===== config.mk =====
export PLATFORM = sky130hd
export DESIGN_NAME = sync_mod_counter_flat
export DESIGN_NICKNAME = d
export VERILOG_FILES = /design/src/rtl/sync_mod_counter_if.sv /design/src/rtl/sync_mod_counter.sv /design/src/flat_wrapper.sv
export SDC_FILE = /design/constraint.sdc
export NUM_CORES = 1
export LEC_CHECK = 0
export BUFFER_PORTS_ARGS = -buffer_cell sky130_fd_sc_hd__buf_2
export CORE_AREA = 2 2 39 41
export DETAILED_ROUTE_END_ITERATION = 8
export DIE_AREA = 0 0 41 43
export HOLD_SLACK_MARGIN = 0.05
export PLACE_DENSITY = 0.56
export SLEW_MARGIN = 20
export SYNTH_ARGS = -nofsm -noshare
export SYNTH_HDL_FRONTEND = slang
export SYNTH_SLANG_ARGS = --single-unit

===== constraint.sdc =====
create_clock -name clock -period 3.85 [get_ports clock]
set_input_delay 0.77 -clock clock [delete_from_list [all_inputs] [get_ports clock]]
set_output_delay 0.77 -clock clock [all_outputs]
set_load 0.01 [all_outputs]

===== src/rtl/sync_mod_counter_if.sv =====
// Control and status bundle of one modulo counter stage.
// The master drives enable/direction/load; the counter (slave) returns count and events.
interface sync_mod_counter_if #(
    parameter int WIDTH = 4
);
    logic             en;
    logic             up;
    logic             load;
    logic [WIDTH-1:0] load_val;
    logic [WIDTH-1:0] q;
    logic             tc;
    logic             wrapped;

    modport master (
        output en, up, load, load_val,
        input  q, tc, wrapped
    );

    modport slave (
        input  en, up, load, load_val,
        output q, tc, wrapped
    );
endinterface


===== src/rtl/sync_mod_counter.sv =====
// Synchronous up/down modulo counter with clamped parallel load, wrap/saturate
// option, registered limit-event pulse and combinational terminal count for cascading.
module sync_mod_counter #(
    parameter int WIDTH     = 4,
    parameter int MODULUS   = 16,
    parameter bit SATURATE  = 1'b0,
    parameter int RESET_VAL = 0
) (
    input  logic               clock,
    input  logic               clear,
    sync_mod_counter_if.slave  cnt
);
    // Compare in WIDTH+1 bits so MODULUS == 2**WIDTH stays representable.
    localparam logic [WIDTH:0]   MOD_EXT = (WIDTH + 1)'(MODULUS);
    localparam logic [WIDTH:0]   MAX_EXT = (WIDTH + 1)'(MODULUS - 1);
    localparam logic [WIDTH-1:0] MAX_VAL = MAX_EXT[WIDTH-1:0];
    localparam logic [WIDTH-1:0] RST_VAL = WIDTH'(RESET_VAL);

    logic [WIDTH-1:0] count_q, count_d;
    logic             wrapped_q, wrapped_d;
    logic             at_max;
    logic             at_zero;
    logic             at_limit;
    logic [WIDTH:0]   inc_ext;

    always_comb begin
        at_max   = ({1'b0, count_q} == MAX_EXT);
        at_zero  = (count_q == '0);
        at_limit = cnt.up ? at_max : at_zero;
        inc_ext  = {1'b0, count_q} + (WIDTH + 1)'(1);

        count_d   = count_q;
        wrapped_d = 1'b0;

        if (cnt.load) begin
            if ({1'b0, cnt.load_val} < MOD_EXT) begin
                count_d = cnt.load_val;
            end else begin
                count_d = MAX_VAL;
            end
        end else if (cnt.en) begin
            wrapped_d = at_limit;
            if (cnt.up) begin
                if (at_max) begin
                    count_d = SATURATE ? count_q : '0;
                end else begin
                    count_d = inc_ext[WIDTH-1:0];
                end
            end else begin
                if (at_zero) begin
                    count_d = SATURATE ? count_q : MAX_VAL;
                end else begin
                    count_d = count_q - WIDTH'(1);
                end
            end
        end
    end

    always_ff @(posedge clock) begin
        if (clear) begin
            count_q   <= RST_VAL;
            wrapped_q <= 1'b0;
        end else begin
            count_q   <= count_d;
            wrapped_q <= wrapped_d;
        end
    end

    // tc feeds the next stage's en, so it must not wait for a clock edge.
    assign cnt.tc      = cnt.en & ~cnt.load & ~clear & at_limit;
    assign cnt.q       = count_q;
    assign cnt.wrapped = wrapped_q;

endmodule


===== src/flat_wrapper.sv =====
// flat-port wrapper written by rule: the top's interface ports become plain ports
module sync_mod_counter_flat 
#(
    parameter int WIDTH     = 4,
    parameter int MODULUS   = 16,
    parameter bit SATURATE  = 1'b0,
    parameter int RESET_VAL = 0
)
  (clock, clear, cnt_en, cnt_up, cnt_load, cnt_load_val, cnt_q, cnt_tc, cnt_wrapped);
  sync_mod_counter_if #(.WIDTH(WIDTH)) cnt_i ();
  input  logic clock;
  input  logic clear;
  input wire logic [$bits(cnt_i.en)-1:0] cnt_en;
  input wire logic [$bits(cnt_i.up)-1:0] cnt_up;
  input wire logic [$bits(cnt_i.load)-1:0] cnt_load;
  input wire logic [$bits(cnt_i.load_val)-1:0] cnt_load_val;
  output wire logic [$bits(cnt_i.q)-1:0] cnt_q;
  output wire logic [$bits(cnt_i.tc)-1:0] cnt_tc;
  output wire logic [$bits(cnt_i.wrapped)-1:0] cnt_wrapped;
  assign cnt_i.en = cnt_en;
  assign cnt_i.up = cnt_up;
  assign cnt_i.load = cnt_load;
  assign cnt_i.load_val = cnt_load_val;
  assign cnt_q = cnt_i.q;
  assign cnt_tc = cnt_i.tc;
  assign cnt_wrapped = cnt_i.wrapped;
  sync_mod_counter #(.WIDTH(WIDTH), .MODULUS(MODULUS), .SATURATE(SATURATE), .RESET_VAL(RESET_VAL)) u_core (.clock(clock), .clear(clear), .cnt(cnt_i));
endmodule

==> impl_metrics.json <==
{
  "outcome": "finished, final reports clean",
  "regArea_sq_um": 100.1,
  "syn_inst": 47,
  "io-pin-count": 15,
  "max_freq_mhz": 389.5,
  "via_per_inst": 4.725,
  "grt_overflow_total": 0,
  "netlist_area_sq_um": 359.1,
  "cts-root-buf": "clkbuf_4",
  "timing.setup.tns_ns": 0,
  "cp_data_required_time_ns": 3.08,
  "hp-class": "flop to flop",
  "hold_viol": 0,
  "antenna_found_initial": 0,
  "drtIter0Drc": 4,
  "worst-path-buf-inv": 2,
  "first_pass_iters": 2,
  "endpoint_kind": "primary output",
  "nNetsFinal": 76,
  "multiInputGateArea_sq_um": 232.7,
  "max_stage_delay_ns": 0.37,
  "post-synth-top-area-cell": "dfxtp_1",
  "core-area_sq_um": 1384,
  "dp_hpwl_microns": 627.8,
  "rows": 14,
  "postSynthAreaPerCell_sq_um": 7.640,
  "cpLargestDelayFamily": "simple AND/OR/NAND/NOR gates",
  "cts_tree": "done",
  "yosysWarnings": 0,
  "ys_seq_elements": 5,
  "cts_made_buffers": 3,
  "synth_edf_count": 0,
  "cp.arrival_ns": 1.80,
  "fp.dieH_microns": 43,
  "grt_pass1_wl_mm": 1.186,
  "setup_ws_ns": 1.282,
  "synth_most_common_cell": "a21oi_1",
  "vias": 378,
  "start_util_pct": 25.95,
  "cts_hold_buf": 0,
  "grt_pass1_vias": 312,
  "async_reset_ff_share_pct": 0,
  "wl_microns": 767,
  "syn-num-nets": 58,
  "tightest_slew_ns": 0.2315,
  "powerDensity_nw_per_um2": 334.4,
  "min_period_over_period_pct": 66.69,
  "fin_skew_ns": 0.001116,
  "place_ws_ns": 1.310,
  "drive_above_1_share_pct": 29.69,
  "h-tree-depth": 1,
  "synth-seq-area-share_pct": 27.87,
  "syn2layout_area_growth_pct": 31.36,
  "fp.dieArea_sq_um": 1763,
  "grt_use_total_pct": 10.06,
  "insertion_delay_ns": 0.24,
  "yosysUniqueCellTypes": 24,
  "portBuffers": 14,
  "clockBufferDepth": 2,
  "fill_cells": 157,
  "slew_headroom_pct": 84.54,
  "rsz0062_at_grt": "false",
  "startpoint_type": "flop",
  "diodes": 0,
  "whs_ns": 0.5706,
  "path_class": "flop to primary output",
  "wl_per_cell_microns": 9.588,
  "drc": 0,
  "die_x_microns": 41,
  "slowest_stage": "or3b_1",
  "cts_resized": 0,
  "synth_top_area_share_pct": 27.87,
  "fin_total_pwr_w": 0.0001577,
  "synthTopCellsByArea": "dfxtp_1 (28%), a21oi_1 (9.8%), ha_1 (7.0%)",
  "drv_slew": 0,
  "cap_viol_max_count": 0,
  "grt_max_degree": 10,
  "synth.cells.most_frequent": "a21oi_1 (7), inv_1 (6), dfxtp_1 (5)",
  "vdd_ir_drop_max_mv": 0.1202,
  "synth-main-ff-cell": "dfxtp_1",
  "cts_setup_buffers": 0,
  "crit_path_max_fanout": 8,
  "antenna_left": 0,
  "clkTransAtPathRegs_ns": 0.04,
  "worstPathCellList": "inv_1, ha_1, or3b_1, or2_1, a21oi_1, buf_2",
  "gp_congestion": 0.7037,
  "cts.sink_count": 5,
  "finalSetupViolCount": 0,
  "finalCriticalPeriod_ns": 2.568,
  "p_leak_nw": 0.2195
}
## worst min-delay path, cell delays in order (launching register included)
cell,delay [ns]
dfxtp_1,0.36
nand2_1,0.10
a21oi_1,0.06
## layer usage
layer | global-route usage (%) | wire, microns | share of wire, %
met4 | 8.000 | 13 | 1.7
met5 | 0 | 0 | 0
met1 | 11.65 | 355 | 46
met3 | 3.141 | 43 | 5.6
met2 | 14.37 | 354 | 46
## sequential cells by signal, indices dropped and copies added, names as in the netlist
signal              count
u_core.cnt.q            4
u_core.cnt.wrapped      1
## power by group
group,leakage [nW],switching [W],internal [W],total (W)
Combinational,0.163,0.0000187,0.0000191,0.0000377
Clock,0.0150,0.0000198,0.0000391,0.0000589
Sequential,0.0413,0.00000546,0.0000557,0.0000611
## cells in the final DEF, fill, tap and decap left out
master,n
buf_2,14
a21oi_1,7
inv_1,6
dfxtp_1,5
nand2_1,4
o21ai_0,4
clkbuf_4,3
xnor2_1,2
ha_1,2
and3_2,1
or3b_1,1
or2_1,1
nand3_1,1
o221ai_1,1
mux2_2,1
o21a_1,1
nand4_1,1
nand2b_1,1
nor2_1,1
a31oi_1,1
o311a_1,1
nor3b_1,1
o32ai_1,1
mux2i_1,1
nor2b_1,1
clkbuf_1,1
## kinds of logic after synthesis
logic type | synth area share (%)
buffers and inverters | 7.316
AOI/OAI and AO/OA | 26.83
xor gates and xnor gates | 4.879
DFF | 27.88
muxes | 5.923
adders and majority gates | 6.968
and+or+nand+nor | 20.21
## path summary, 6_finish.rpt
kind                                 startpoint                 end  slack (ns)  cells after the start
worst min-delay path            u_core.cnt.q[3]  u_core.cnt.wrapped        0.57                      2
worst max register to register  u_core.cnt.q[0]     u_core.cnt.q[0]        2.32                      6
worst max-delay path            u_core.cnt.q[0]              cnt_tc        1.28                      6
worst min register to register  u_core.cnt.q[3]  u_core.cnt.wrapped        0.57                      2
## final cells by class
type | instances | share of cell area (%)
Inverter | 6 | 4.775
Clock buffer | 4 | 5.570
Tap cell | 16 | 4.244
Timing Repair Buffer | 14 | 14.85
Multi-Input combinational cell | 35 | 49.34
Sequential cell | 5 | 21.22
## per-stage QoR
step / cell area [sq um] / instances / utilization (%)
after floorplan: 359.1 / 47 / -
after global placement: 445.4 / 76 / 32.19
after detailed placement: 445.4 / 76 / 32.19
after CTS: 471.7 / 80 / 34.09
after global routing: 471.7 / 80 / 34.09
final: 471.7 / 80 / 34.09
(Power assumes the default switching activity.)
